==> src/rtl/multicycle_ctrl_pkg.sv <==
// Shared constants for the multi-cycle RV32I-subset sequencer: state codes, opcodes,
// ALU operation codes and datapath select encodings.
package multicycle_ctrl_pkg;

  typedef enum logic [3:0] {
    StFetch    = 4'd0,
    StDecode   = 4'd1,
    StMemAdr   = 4'd2,
    StMemRead  = 4'd3,
    StMemWb    = 4'd4,
    StMemWrite = 4'd5,
    StExecR    = 4'd6,
    StAluWb    = 4'd7,
    StExecI    = 4'd8,
    StBeq      = 4'd9,
    StJal      = 4'd10
  } state_e;

  // Which ALU decode rule applies in the current state
  typedef enum logic [1:0] {
    AluClsAdd,
    AluClsSub,
    AluClsR,
    AluClsI
  } alu_cls_e;

  localparam logic [6:0] OP_R      = 7'b0110011;
  localparam logic [6:0] OP_I      = 7'b0010011;
  localparam logic [6:0] OP_LOAD   = 7'b0000011;
  localparam logic [6:0] OP_STORE  = 7'b0100011;
  localparam logic [6:0] OP_BRANCH = 7'b1100011;
  localparam logic [6:0] OP_JAL    = 7'b1101111;

  localparam logic [3:0] ALU_ADD = 4'b0000;
  localparam logic [3:0] ALU_SUB = 4'b0001;
  localparam logic [3:0] ALU_AND = 4'b0010;
  localparam logic [3:0] ALU_OR  = 4'b0011;

  localparam logic [1:0] RES_ALUOUT    = 2'b00;
  localparam logic [1:0] RES_DATA      = 2'b01;
  localparam logic [1:0] RES_ALURESULT = 2'b10;

  localparam logic [1:0] SRCA_PC    = 2'b00;
  localparam logic [1:0] SRCA_OLDPC = 2'b01;
  localparam logic [1:0] SRCA_A     = 2'b10;

  localparam logic [1:0] SRCB_B    = 2'b00;
  localparam logic [1:0] SRCB_IMM  = 2'b01;
  localparam logic [1:0] SRCB_FOUR = 2'b10;

  localparam logic [1:0] IMM_I = 2'b00;
  localparam logic [1:0] IMM_S = 2'b01;
  localparam logic [1:0] IMM_B = 2'b10;
  localparam logic [1:0] IMM_J = 2'b11;

endpackage

==> src/rtl/multicycle_ctrl_alu_decoder.sv <==
// ALU operation decode: maps the state's ALU class plus funct3/funct7b5 to an ALU code.
module alu_decoder
  import multicycle_ctrl_pkg::*;
(
  input  alu_cls_e    alu_cls,
  input  logic [2:0]  funct3,
  input  logic        funct7b5,
  output logic [3:0]  alu_control
);

  always_comb begin
    alu_control = ALU_ADD;
    case (alu_cls)
      AluClsSub: alu_control = ALU_SUB;
      AluClsR: begin
        case ({funct7b5, funct3})
          4'b1000: alu_control = ALU_SUB;
          4'b0111: alu_control = ALU_AND;
          4'b0110: alu_control = ALU_OR;
          default: alu_control = ALU_ADD;
        endcase
      end
      AluClsI: begin
        case (funct3)
          3'b111:  alu_control = ALU_AND;
          3'b110:  alu_control = ALU_OR;
          default: alu_control = ALU_ADD;
        endcase
      end
      default: alu_control = ALU_ADD;
    endcase
  end

endmodule

==> src/rtl/multicycle_ctrl.sv <==
// Multi-cycle sequencing FSM driving the registered RV32I-subset datapath.
// Optional jal support is enabled with the MULTICYCLE_CTRL_JAL_EN macro.
module multicycle_ctrl
  import multicycle_ctrl_pkg::*;
#(
  parameter int unsigned ALU_CTRL_W = 4,
  parameter int unsigned STATE_W    = 4
) (
  input  logic                  clk,
  input  logic                  rst,
  input  logic [6:0]            op,
  input  logic [2:0]            funct3,
  input  logic                  funct7b5,
  input  logic                  zero,
  input  logic                  mem_ready,
  output logic                  pc_write,
  output logic                  adr_src,
  output logic                  ir_write,
  output logic                  mem_write,
  output logic                  reg_write,
  output logic [1:0]            result_src,
  output logic [1:0]            alu_src_a,
  output logic [1:0]            alu_src_b,
  output logic [1:0]            imm_src,
  output logic [ALU_CTRL_W-1:0] alu_control,
  output logic                  instr_done,
  output logic                  illegal_op,
  output logic [STATE_W-1:0]    dbg_state
);

  state_e     state_q, state_d;
  alu_cls_e   alu_cls;
  logic [3:0] alu_dec;

  alu_decoder u_alu_decoder (
    .alu_cls     (alu_cls),
    .funct3      (funct3),
    .funct7b5    (funct7b5),
    .alu_control (alu_dec)
  );

  always_ff @(posedge clk or posedge rst) begin
    if (rst) state_q <= StFetch;
    else     state_q <= state_d;
  end

  always_comb begin
    state_d    = state_q;
    pc_write   = 1'b0;
    adr_src    = 1'b0;
    ir_write   = 1'b0;
    mem_write  = 1'b0;
    reg_write  = 1'b0;
    result_src = RES_ALUOUT;
    alu_src_a  = SRCA_PC;
    alu_src_b  = SRCB_B;
    imm_src    = IMM_I;
    alu_cls    = AluClsAdd;
    instr_done = 1'b0;
    illegal_op = 1'b0;

    case (state_q)
      StFetch: begin
        alu_src_a  = SRCA_PC;
        alu_src_b  = SRCB_FOUR;
        result_src = RES_ALURESULT;
        ir_write   = mem_ready;
        pc_write   = mem_ready;
        if (mem_ready) state_d = StDecode;
      end
      StDecode: begin
        // Precompute the branch/jump target into ALUOut
        alu_src_a = SRCA_OLDPC;
        alu_src_b = SRCB_IMM;
`ifdef MULTICYCLE_CTRL_JAL_EN
        imm_src   = (op == OP_JAL) ? IMM_J : IMM_B;
`else
        imm_src   = IMM_B;
`endif
        case (op)
          OP_LOAD, OP_STORE: state_d = StMemAdr;
          OP_R:              state_d = StExecR;
          OP_I:              state_d = StExecI;
          OP_BRANCH:         state_d = StBeq;
`ifdef MULTICYCLE_CTRL_JAL_EN
          OP_JAL:            state_d = StJal;
`endif
          default: begin
            state_d    = StFetch;
            illegal_op = 1'b1;
            instr_done = 1'b1;
          end
        endcase
      end
      StMemAdr: begin
        alu_src_a = SRCA_A;
        alu_src_b = SRCB_IMM;
        imm_src   = (op == OP_STORE) ? IMM_S : IMM_I;
        state_d   = (op == OP_STORE) ? StMemWrite : StMemRead;
      end
      StMemRead: begin
        adr_src    = 1'b1;
        result_src = RES_ALUOUT;
        if (mem_ready) state_d = StMemWb;
      end
      StMemWb: begin
        result_src = RES_DATA;
        reg_write  = 1'b1;
        instr_done = 1'b1;
        state_d    = StFetch;
      end
      StMemWrite: begin
        adr_src   = 1'b1;
        mem_write = 1'b1;
        if (mem_ready) begin
          instr_done = 1'b1;
          state_d    = StFetch;
        end
      end
      StExecR: begin
        alu_src_a = SRCA_A;
        alu_src_b = SRCB_B;
        alu_cls   = AluClsR;
        state_d   = StAluWb;
      end
      StExecI: begin
        alu_src_a = SRCA_A;
        alu_src_b = SRCB_IMM;
        imm_src   = IMM_I;
        alu_cls   = AluClsI;
        state_d   = StAluWb;
      end
      StAluWb: begin
        result_src = RES_ALUOUT;
        reg_write  = 1'b1;
        instr_done = 1'b1;
        state_d    = StFetch;
      end
      StBeq: begin
        alu_src_a  = SRCA_A;
        alu_src_b  = SRCB_B;
        alu_cls    = AluClsSub;
        result_src = RES_ALUOUT;
        pc_write   = zero;
        instr_done = 1'b1;
        state_d    = StFetch;
      end
`ifdef MULTICYCLE_CTRL_JAL_EN
      StJal: begin
        // PC takes the target from ALUOut while ALU forms the link OldPC+4
        alu_src_a  = SRCA_OLDPC;
        alu_src_b  = SRCB_FOUR;
        result_src = RES_ALUOUT;
        pc_write   = 1'b1;
        state_d    = StAluWb;
      end
`endif
      default: state_d = StFetch;
    endcase

    if (rst) begin
      pc_write   = 1'b0;
      adr_src    = 1'b0;
      ir_write   = 1'b0;
      mem_write  = 1'b0;
      reg_write  = 1'b0;
      result_src = 2'b00;
      alu_src_a  = 2'b00;
      alu_src_b  = 2'b00;
      imm_src    = 2'b00;
      alu_cls    = AluClsAdd;
      instr_done = 1'b0;
      illegal_op = 1'b0;
    end
  end

  assign alu_control = ALU_CTRL_W'(alu_dec);
  assign dbg_state   = STATE_W'(state_q);

endmodule

==> config.mk <==
export PLATFORM = sky130hd
export DESIGN_NAME = multicycle_ctrl
export DESIGN_NICKNAME = d
export VERILOG_FILES = /design/src/rtl/multicycle_ctrl_pkg.sv /design/src/rtl/multicycle_ctrl_alu_decoder.sv /design/src/rtl/multicycle_ctrl.sv
export SDC_FILE = /design/constraint.sdc
export NUM_CORES = 1
export LEC_CHECK = 0
export BUFFER_PORTS_ARGS = -buffer_cell sky130_fd_sc_hd__buf_2
export CELL_PAD_IN_SITES_DETAIL_PLACEMENT = 1
export CELL_PAD_IN_SITES_GLOBAL_PLACEMENT = 2
export CORE_ASPECT_RATIO = 1.1
export CORE_UTILIZATION = 19
export CTS_CLUSTER_SIZE = 16
export DETAILED_ROUTE_END_ITERATION = 16
export GPL_TIMING_DRIVEN = 1
export PLACE_DENSITY = 0.78
export SKIP_CTS_REPAIR_TIMING = 1
export SLEW_MARGIN = 10
export SYNTH_ARGS = -nofsm -noshare
export SYNTH_HDL_FRONTEND = slang
export SYNTH_SLANG_ARGS = --single-unit
export TNS_END_PERCENT = 10
==> constraint.sdc <==
create_clock -name clk -period 1.7 [get_ports clk]
set_clock_uncertainty 0.15 [all_clocks]
set_input_delay 0.17 -clock clk [delete_from_list [all_inputs] [get_ports clk]]
set_output_delay 0.17 -clock clk [all_outputs]
set_load 0.03 [all_outputs]
Yosys cells after proc, flatten, opt, wreduce, memory -nomap -nowiden --
Index checks and enable logic that the tools add are counted.
Word-level totals: register bits after elaboration 4, bits of input ports 15, output and inout port bits 23, word-level logic and storage cells 72
Operators by class: equality and inequality tests 25, multiplexer cells 36, reductions and logical operators 10
Operators with widths (count):
- $eq 4x3->1 const B | 6
- $pmux 4 s6 | 1
- $pmux 2 s2 | 5
- $pmux 4 s4 | 1
- $mux 1 | 15
- $eq 7x6->1 const B | 2
- $eq 4x4->1 const B | 3
- $mux 4 | 3
- $pmux 2 s3 | 2
- $pmux 4 s3 | 1
- $mux 2 | 5
- $eq 4x2->1 const B | 2
- $reduce_or 2->1 | 4
- $eq 7x2->1 const B | 1
- $eq 7x5->1 const B | 1
- $eq 7x7->1 const B | 1
- $eq 3x3->1 const B | 2
- $ne 2x2->1 const B | 3
- $reduce_or 3->1 | 2
- $reduce_or 5->1 | 1
- $eq 2x2->1 const B | 2
- $eq 4x1->1 const B | 1
- $logic_not 4->1 | 1
- $reduce_or 4->1 | 1
- other kinds (5) | 5

Depth between registers and ports, before layout --
word-level depth 5, depth in mapped cells 6, depth with buffers taken out 5

Modules after synthesis --
A second synthesis with hierarchy kept.
Unflattened totals: cells, all modules 91, area, all modules 663.1 um^2
By module, submodules not included:
- multicycle_ctrl | instances 1, cells each 81, area each 581.8 um^2, seq. area each 100.1 um^2
- alu_decoder | instances 1, cells each 10, area each 81.3 um^2, seq. area each 0.0 um^2

Worst setup path before layout --
No wires, ideal clock.
kind register to output, start point register state_q[0] (netlist: dbg_state[0]), end point output port pc_write, arrival 2.614 ns, data required time 1.380 ns, setup slack -1.234 ns, stages on the path, launching flop included 5, buffers on the path 1, cell sequence dfrtp_1 -> buf_2 -> nor4b_1 -> and2_1 -> a31o_2
On the way: longest elaborated chain between the ends 3, elaborated cells on any way between the ends 4, classes of those cells eq/ne (1); mux (2); reduce/logical (1)
RTL lines:
- start: declaration | line multicycle_ctrl.sv:31 | state_e state_q, state_d;
- start signal: assignment | line multicycle_ctrl.sv:43 | if (rst) state_q <= StFetch;
- start signal: assignment | line multicycle_ctrl.sv:44 | else state_q <= state_d;
- $eq 4x4->1 or $logic_not 4->1 (tied branches) | line multicycle_ctrl.sv:62 | case (state_q)
- $pmux 1 s2 * | line multicycle_ctrl.sv:62
- $mux 1 * | line multicycle_ctrl.sv:161 | if (rst) begin
- end: declaration | line multicycle_ctrl.sv:16 | output logic pc_write,
Mark *: on every way between the ends. The rest lies on a longest branch, timed or not.

Final worst setup path --
start point register state_q[0] (netlist: dbg_state[0]), end point output port imm_src[0]
On the way: longest elaborated chain between the ends 3, elaborated cells on any way between the ends 4, classes of those cells eq/ne (2); mux (2)
RTL lines:
- $eq 4x2->1 or $eq 4x1->1 (tied branches) | line multicycle_ctrl.sv:62
- $pmux 2 s2 * | line multicycle_ctrl.sv:62
- $mux 2 * | line multicycle_ctrl.sv:161
- end: declaration | line multicycle_ctrl.sv:24 | output logic [1:0] imm_src,
Marks and branches as above.

==> impl_metrics.tcl <==
set metrics [dict create \
    status "complete, but fails checks" \
    violations "DRC, setup timing" \
    ios 38 \
    stdcell_area_um2 1230 \
    drc 3 \
    cp_data_required_time_ns 1.38 \
    total_leakage_power_nw 0.559 \
    critPathTopFamily "simple AND/OR/NAND/NOR gates" \
    synth.avg_cell_area_um2 6.82 \
    grt_pass1_wl_um 3940 \
    drv_slew 0 \
    cp-end-kind "primary output" \
    cp_num_buf_inv 2 \
    synth-seq-cells 4 \
    clk_pin_slew_worst_paths_ns 0.03 \
    setup_viol 18 \
    synth_top_area_cell "dfrtp_1" \
    start_util_pct 20.5 \
    grt.busiest_layer "met2" \
    coreArea_um2 3130 \
    min_period_over_period_pct 118 \
    fin_ws_ns -0.307 \
    cap_violations 0 \
    final_common_cell "buf_4" \
    pre_cts_slack_ns -0.224 \
    startpoint_type "flop" \
    fmax_mhz 498 \
    use_met3_pct 2.48 \
    cts-htree-levels 1 \
    synth_edf_count 0 \
    die_h_um 62.9 \
    hp-class "input pin to flop" \
    crit_type "flop to primary output" \
    hold_viol_final 0 \
    cp_max_fo 7 \
    whs_ns 0.200 \
    cts_buffers 3 \
    fp.dieW_um 57.4 \
    place_congestion 0.815 \
    syn-cell-area_um2 641 \
    max-clock-path-buffers 2 \
    ys_top_cells_by_area "dfrtp_1 (16%), nor2_1 (7.0%), buf_4 (5.9%), nor3_1 (4.7%), nand2_1 (4.7%)" \
    clk_latency_ns 0.24 \
    syn_inst 94 \
    first_pass_iters 12 \
    cp_data_arrival_time_ns 1.69 \
    drt_wl_total_um 2440 \
    crit_chain "or4b_4 -> buf_6 -> nor4_4 -> buf_4" \
    via_count 888 \
    largest_reg_flops 4 \
    synth_top_area_share_pct 15.6 \
    ir_drop_uv 381 \
    final_cell_mix "buf_4 (29), buf_2 (19), buf_6 (9)" \
    synth_ff_type "dfrtp_1" \
    antenna_left 0 \
    grt_setup_unrepaired "true" \
    antenna_found_initial 0 \
    grt_pass1_vias 918 \
    period_minus_slack_ns 2.01 \
    ys_types 39 \
    slowest_delay_ns 0.56 \
    grt_use_met2_pct 24.1 \
    fp-row-count 21 \
    cts_tree "built" \
    ys_warn_count 0 \
    vias_per_cell 4.88 \
    io_buffer_count 35 \
    synth-seq-area-share_pct 15.6 \
    post_drt_wl_per_cell_um 13.4 \
    first_iter_violations 24 \
    dieArea_um2 3610 \
    n_antenna_cell 0 \
    critPathSlowestCell "or4b_4" \
    cts.sinks 4 \
    hpwl_um 1980 \
    grt_usage_pct 13.8 \
    overflow 0 \
    grt_max_degree 16 \
    cts_root_buf "clkbuf_4" \
    placed_area_um2 1070 \
    use_met1_pct 16.2 \
    cellPowerDensity_nw_per_um2 1100 \
    nNetsFinal 165 \
    drive_gt1_share_pct 60.8 \
    async_reset_ff_share_pct 100 \
    area_delta_synth_final_pct 92.2 \
]
[path summary, 6_finish.rpt]
| path | cells past startpoint | to | start | slack (ns) |
|---|---|---|---|---|
| setup reg to reg | 5 | dbg_state[2]$_DFFE_PP0P_ | dbg_state[1]$_DFFE_PP0P_ | -0.24 |
| hold reg to reg | 2 | dbg_state[0]$_DFFE_PP0P_ | dbg_state[3]$_DFFE_PP0P_ | 0.55 |
| max in group asynchronous | 3 | dbg_state[3]$_DFFE_PP0P_ | rst | 0.87 |
| min in group asynchronous | 3 | dbg_state[2]$_DFFE_PP0P_ | rst | 0.33 |
| setup / recovery | 4 | imm_src[0] | dbg_state[0]$_DFFE_PP0P_ | -0.31 |
| hold / removal | 4 | dbg_state[3]$_DFFE_PP0P_ | op[5] | 0.20 |
[Yosys cell counts (2+ instances only)]
cell / number
nor2_1: 12
nand2_1: 8
nor3_1: 6
buf_4: 5
a21oi_1: 4
dfrtp_1: 4
nand2b_1: 4
o21ai_0: 4
o21ai_1: 4
clkbuf_1: 3
inv_1: 3
nor2b_1: 3
a21boi_0: 2
a31oi_1: 2
and2_1: 2
mux2i_1: 2
nor4_1: 2
nor4b_1: 2
or4b_4: 2
[report_power, final]
part | switching, mW | internal [mW] | total (mW) | leakage, nW
clock | 0.0416 | 0.0791 | 0.121 | 0.0138
sequential | 0.0420 | 0.120 | 0.162 | 0.0477
combinational | 0.580 | 0.492 | 1.07 | 0.497
[metrics by stage]
step	cells	util (%)	power, mW	setup TNS [ns]
floorplan	95	-	0.808	-2.02
global placement	176	34.3	1.07	-0.665
detailed placement	176	34.3	1.09	-0.988
CTS	179	35.0	1.22	-4.42
global route	182	39.4	1.45	-4.88
finish	182	39.4	1.36	-3.31
[tightest hold or removal path, delay by kind of cell]
family                 cells  cell delay (ns)
muxes                      1             0.14
and+or+nand+nor            2             0.12
buffers and inverters      1             0.11
[metal layers]
layer | wire length (µm) | vias to the layer above | part of all wire (%)
met5 | 0 | - | 0
met4 | 14 | 0 | 0.57
met3 | 114 | 2 | 4.7
met2 | 1290 | 29 | 53
met1 | 1020 | 417 | 42
li1 | - | 440 | -
[cell families after synthesis]
kind of cell	share of synthesized area, %
and+or+nand+nor	41.0
other	0.585
AOI/OAI and AO/OA	23.8
muxes	5.47
xor gates and xnor gates	2.73
buffers and inverters	10.7
DFF	15.6
[cell type report]
cell class / count / area (µm²)
Clock buffer: 3 / 22.5
Fill cell: 384 / 1900
Inverter: 3 / 11.3
Multi-Input combinational cell: 78 / 603
Sequential cell: 4 / 105
Tap cell: 34 / 42.5
Timing Repair Buffer: 60 / 447
Power figures use the tool's default switching activity.
